File: config.mk
export PLATFORM = sky130hd
export DESIGN_NAME = ahbl_mtimer
export DESIGN_NICKNAME = d
export VERILOG_FILES = /design/src/rtl/ahbl_mtimer.sv
export SDC_FILE = /design/constraint.sdc
export NUM_CORES = 1
export LEC_CHECK = 0
export CORE_UTILIZATION = 30
export CTS_CLUSTER_SIZE = 28
export DETAILED_ROUTE_END_ITERATION = 10
export GPL_TIMING_DRIVEN = 1
export PLACE_DENSITY = 0.49
export SYNTH_ARGS = -nofsm -noshare
export SYNTH_HDL_FRONTEND = slang
export SYNTH_SLANG_ARGS = --single-unit
export TNS_END_PERCENT = 20
File: constraint.sdc
create_clock -name clk -period 3.81 [get_ports clk]
set_input_delay 0.762 -clock clk [delete_from_list [all_inputs] [get_ports clk]]
set_output_delay 0.762 -clock clk [all_outputs]
set_load 0.01 [all_outputs]
File: src/rtl/ahbl_mtimer.sv
// AHB-Lite RISC-V machine timer: prescaled 64-bit mtime, 64-bit mtimecmp and msip,
// with zero-wait legal word accesses and a two-cycle ERROR response for illegal ones.
module ahbl_mtimer #(
    parameter int         ADDR_WIDTH = 32,
    parameter int         DATA_WIDTH = 32,
    parameter logic [7:0] PRESC_RST  = 8'd0
) (
    input  logic                  clk,
    input  logic                  rstn,
    input  logic                  ahbl_hsel,
    input  logic [ADDR_WIDTH-1:0] ahbl_haddr,
    input  logic [1:0]            ahbl_htrans,
    input  logic [2:0]            ahbl_hsize,
    input  logic                  ahbl_hwrite,
    input  logic [DATA_WIDTH-1:0] ahbl_hwdata,
    input  logic                  ahbl_hreadyin,
    output logic [DATA_WIDTH-1:0] ahbl_hrdata,
    output logic                  ahbl_hreadyout,
    output logic                  ahbl_hresp,
    output logic                  irq_timer,
    output logic                  irq_soft
);

    typedef enum logic [1:0] {IDLE, DATA, ERR1, ERR2} state_t;

    state_t state, state_nxt;

    logic        accept, legal, take;
    logic [2:0]  idx_p1;
    logic        wr_p1;
    logic        wr_en, rd_en;
    logic [31:0] rd_val;
    logic [31:0] hrdata_q;

    logic [63:0] mtime, mtimecmp;
    logic [7:0]  presc, pcnt;
    logic        en, msip;
    logic        tick;

    // Upper address bits and htrans[0] carry no meaning for this slave.
    logic unused_bits;
    assign unused_bits = ^{ahbl_haddr[ADDR_WIDTH-1:5], ahbl_htrans[0]};

    assign accept = ahbl_hsel & ahbl_htrans[1] & ahbl_hreadyin;
    assign legal  = (ahbl_hsize == 3'b010) && (ahbl_haddr[4:2] <= 3'd5) &&
                    (ahbl_haddr[1:0] == 2'b00);
    assign take   = accept & ((state == IDLE) | (state == DATA));

    always_ff @(posedge clk or negedge rstn) begin
        if (!rstn) state <= IDLE;
        else       state <= state_nxt;
    end

    always_comb begin
        state_nxt = state;
        case (state)
            IDLE, DATA: state_nxt = take ? (legal ? DATA : ERR1) : IDLE;
            ERR1:       state_nxt = ERR2;
            ERR2:       state_nxt = IDLE;
            default:    state_nxt = IDLE;
        endcase
    end

    // Address phase -> data phase
    always_ff @(posedge clk) begin
        if (take & legal) begin
            idx_p1 <= ahbl_haddr[4:2];
            wr_p1  <= ahbl_hwrite;
        end
    end

    assign wr_en = (state == DATA) & wr_p1;
    assign rd_en = (state == DATA) & ~wr_p1;

    always_comb begin
        rd_val = 32'h0;
        case (idx_p1)
            3'd0:    rd_val = mtime[31:0];
            3'd1:    rd_val = mtime[63:32];
            3'd2:    rd_val = mtimecmp[31:0];
            3'd3:    rd_val = mtimecmp[63:32];
            3'd4:    rd_val = {16'h0, presc, 7'h0, en};
            3'd5:    rd_val = {31'h0, msip};
            default: rd_val = 32'h0;
        endcase
    end

    // Read data is driven combinationally in the data phase and held afterwards.
    always_ff @(posedge clk or negedge rstn) begin
        if (!rstn)      hrdata_q <= 32'h0;
        else if (rd_en) hrdata_q <= rd_val;
    end

    assign ahbl_hrdata    = rd_en ? rd_val : hrdata_q;
    assign ahbl_hreadyout = (state != ERR1);
    assign ahbl_hresp     = (state == ERR1) | (state == ERR2);

    assign tick = en & (pcnt == presc);

    // Bus writes are placed after the tick so the written half wins; the other half keeps its pre-tick value.
    always_ff @(posedge clk or negedge rstn) begin
        if (!rstn) begin
            mtime     <= 64'h0;
            mtimecmp  <= 64'hFFFF_FFFF_FFFF_FFFF;
            presc     <= PRESC_RST;
            pcnt      <= 8'h0;
            en        <= 1'b0;
            msip      <= 1'b0;
            irq_timer <= 1'b0;
        end else begin
            if (en) begin
                if (tick) begin
                    pcnt  <= 8'h0;
                    mtime <= mtime + 64'd1;
                end else begin
                    pcnt <= pcnt + 8'd1;
                end
            end
            if (wr_en) begin
                case (idx_p1)
                    3'd0: mtime <= {mtime[63:32], ahbl_hwdata[31:0]};
                    3'd1: mtime <= {ahbl_hwdata[31:0], mtime[31:0]};
                    3'd2: mtimecmp[31:0]  <= ahbl_hwdata[31:0];
                    3'd3: mtimecmp[63:32] <= ahbl_hwdata[31:0];
                    3'd4: begin
                        presc <= ahbl_hwdata[15:8];
                        en    <= ahbl_hwdata[0];
                        pcnt  <= 8'h0;
                    end
                    3'd5: msip <= ahbl_hwdata[0];
                    default: ;
                endcase
            end
            irq_timer <= (mtime >= mtimecmp) & en;
        end
    end

    assign irq_soft = msip;

endmodule

==> results.json <==
{
  "outcome": "finished clean",
  "slew_viol_final": 0,
  "cts.sinks": 185,
  "firstDrtPassIters": 5,
  "finalPower_uw": 10000,
  "dpl_cell_area_mm2": 0.0129,
  "dieWidth_um": 197,
  "final_cells": 1784,
  "syn2layout_area_growth_pct": 17.7,
  "crit_type": "flip-flop to primary output",
  "root_buffer": "clkbuf_16",
  "tightestPinTransition_ns": 0.830,
  "power_density_mw_per_mm2": 741,
  "grt_first_pass_wirelength_um": 59900,
  "cts_setup_buffers": 0,
  "start_util_pct": 30.4,
  "grt_usage_pct": 20.3,
  "met3_length_um": 1770,
  "grt_pass1_vias": 9825,
  "slowest_stage": "clkdlybuf4s50_1",
  "drtAntennaViolNets": 0,
  "p_leak_uw": 0.00560,
  "wl_met2_um": 18400,
  "io_pins": 110,
  "fmax_ghz": 0.285,
  "ir_drop_mv": 0.209,
  "m1WireLength_um": 17200,
  "synth-async-reset-ratio_pct": 97.8,
  "tritoncts": "done",
  "grt_start_max_net_pins": 87,
  "layout_commonest_cell": "nand2_1",
  "postLayoutCellArea_mm2": 0.0135,
  "synth_fp_nets": 1340,
  "synthCells": 1200,
  "gp_congestion": 0.880,
  "synthMuxAreaShare_pct": 9.73,
  "drive_above_1_share_pct": 16.8,
  "die_h_um": 197,
  "drv_cap": 0,
  "synth-edff-count": 4,
  "clock_latency_ns": 0.46,
  "cp.depth": 7,
  "layout_common_cells": "128 x nand2_1, 117 x dfrtp_1, 94 x o21ai_0",
  "synth_compound_area_share_pct": 17.2,
  "top_layer": "met4",
  "arrival_ns": 2.75,
  "period_needed_ns": 3.51,
  "start_kind": "flip-flop",
  "syn_avg_cell_area_um2": 9.55,
  "path_clk_slew_ns": 0.07,
  "path_cells": "buf_4 -> nor2_1 -> a21oi_1 -> nor2_1 -> a21oi_1 -> o21ai_0 -> clkdlybuf4s50_1",
  "slew_headroom_pct": 44.7,
  "setup_viol": 0,
  "gr-total-overflow": 0,
  "yosys.cell_types.count": 69,
  "row_count": 71,
  "nets": 1399,
  "synthXorXnorAreaFrac_pct": 1.38,
  "route.detailed.drc": 0,
  "syn-cell-area_mm2": 0.0115,
  "path_max_fanout": 9,
  "synth_fa_ha_area_share_pct": 7.20,
  "rsz0062_at_grt": "false",
  "worstHoldPathType": "input port to asynchronous set/reset pin",
  "coreArea_mm2": 0.0377,
  "setup_tns_ns": 0,
  "h-tree-depth": 4,
  "wl_um": 38300,
  "hold_buffers": 0,
  "dp.cells": 1751,
  "floorplan.die_area_mm2": 0.0390,
  "required_ns": 3.05,
  "period_share_pct": 92.1,
  "antenna_found_initial": 1,
  "fin_skew_ns": 0.0200,
  "critPathBufInv": 2,
  "vias": 9804,
  "setup.worst_path.end_class": "primary output",
  "drt_iter0_markers": 738,
  "crit_family": "buffers and inverters",
  "synth_seq_cells": 185,
  "wl_per_cell_um": 21.4,
  "via_per_inst": 5.50,
  "ys.flop_type": "dfrtp_1",
  "ff2ff_path_depth": 6,
  "hold_viol_final": 0,
  "critPathMaxStageDelay_ns": 0.58,
  "ctsResizeCount": 0,
  "synth-simple-area-share_pct": 18.0,
  "cts_buffers": 17,
  "dp_hpwl_um": 27400,
  "synth_top_family_by_area": "simple AND/OR/NAND/NOR gates",
  "ys_warn_count": 0,
  "clock_path_buffers": 2,
  "port_buffers": 81,
  "yosysSeqAreaShare_pct": 41.3
}
path summary, 6_finish.rpt:
path | slack (ns) | endpoint | startpoint
setup / recovery | 0.30 | ahbl_hrdata[12] | idx_p1[2]$_DFFE_PP_
hold / removal | 0.34 | hrdata_q[23]$_DFF_PN0_ | rstn
setup reg to reg | 0.73 | mtime[52]$_DFFE_PN0P_ | mtime[11]$_DFFE_PN0P_
hold reg to reg | 0.49 | mtimecmp[25]$_DFFE_PN1P_ | mtimecmp[25]$_DFFE_PN1P_
max in group asynchronous | 2.55 | mtimecmp[60]$_DFFE_PN1P_ | rstn
min in group clk | 0.49 | mtimecmp[25]$_DFFE_PN1P_ | mtimecmp[25]$_DFFE_PN1P_
layout make-up:
class	count	area, µm²
inverters	82	308
repair buffers	116	1090
multi-input cells	857	6150
flip-flops and latches	185	4730
fillers	3832	24200
diodes	1	2.50
clock inverters	10	95.1
clock buffers	22	474
well taps	511	639
routing by layer:
metal | up-vias | global-route usage [%]
met2 | 286 | 33.8
met5 | - | 0
met4 | 0 | 6.92
met3 | 42 | 3.16
li1 | 4587 | -
met1 | 4889 | 26.8
through the flow:
step | setup slack (ns) | hold WS, ns | util (%)
floorplan | 0.829 | 0.466 | -
global placement | 0.759 | 0.476 | 34.3
detailed placement | 0.757 | 0.485 | 34.3
CTS | 0.256 | 0.395 | 35.8
global route | 0.0714 | 0.416 | 35.8
finish | 0.299 | 0.344 | 35.8
flip-flops by register name, summed over array words and instances (netlist names):
register and count:
mtime 64, irq_timer 1, pcnt 8, state 2, en 1, wr_p1 1
mtimecmp 64, idx_p1 3, hrdata_q 32, presc 8, irq_soft 1
worst register-to-register path, stage by stage (launching register included):
cell	delay, ns
dfrtp_1	0.50
and3_1	0.41
nand3_4	0.22
or4_1	0.83
or4_4	0.63
or3_1	0.31
o211ai_1	0.10
cells by family after synthesis:
group / after synthesis
AOI/OAI and AO/OA: 299
and+or+nand+nor: 398
buffers and inverters: 158
xor gates and xnor gates: 18
adders and majority gates: 66
muxes: 76
DFF: 185
Yosys cell counts (6+ instances only):
| cell | n | share of area [%] |
|---|---|---|
| dfstp_2 | 64 | 15 |
| o22a_1 | 7 | 0.53 |
| a21o_1 | 12 | 0.79 |
| nor3_1 | 23 | 1.0 |
| and4_1 | 15 | 1.1 |
| nor4_1 | 29 | 1.6 |
| dfrtp_1 | 117 | 26 |
| mux4_2 | 24 | 4.7 |
| a22oi_1 | 7 | 0.46 |
| nand3_1 | 45 | 2.0 |
| nand2b_1 | 7 | 0.38 |
| a22o_1 | 24 | 1.8 |
| a31oi_1 | 9 | 0.49 |
| buf_1 | 7 | 0.23 |
| xnor2_1 | 11 | 0.84 |
| o21ai_0 | 94 | 4.1 |
| nor2_1 | 49 | 1.6 |
| and3_1 | 19 | 1.0 |
| a221o_1 | 13 | 1.1 |
| xor2_1 | 7 | 0.53 |
| o311ai_0 | 9 | 0.69 |
| ha_1 | 66 | 7.2 |
| inv_1 | 82 | 2.7 |
| clkbuf_1 | 66 | 2.2 |
| a21oi_1 | 65 | 2.8 |
| nand2_1 | 128 | 4.2 |
| mux2i_1 | 9 | 0.79 |
| mux2_2 | 43 | 4.2 |
| or3_1 | 7 | 0.38 |
| nand4_1 | 42 | 2.3 |
| or4_1 | 6 | 0.39 |
| o22ai_1 | 6 | 0.33 |
power breakdown:
group          switching, µW  internal (µW)
registers               1080           3080
clock network            834            954
logic                   2080           1970
(Power assumes the default switching activity.)
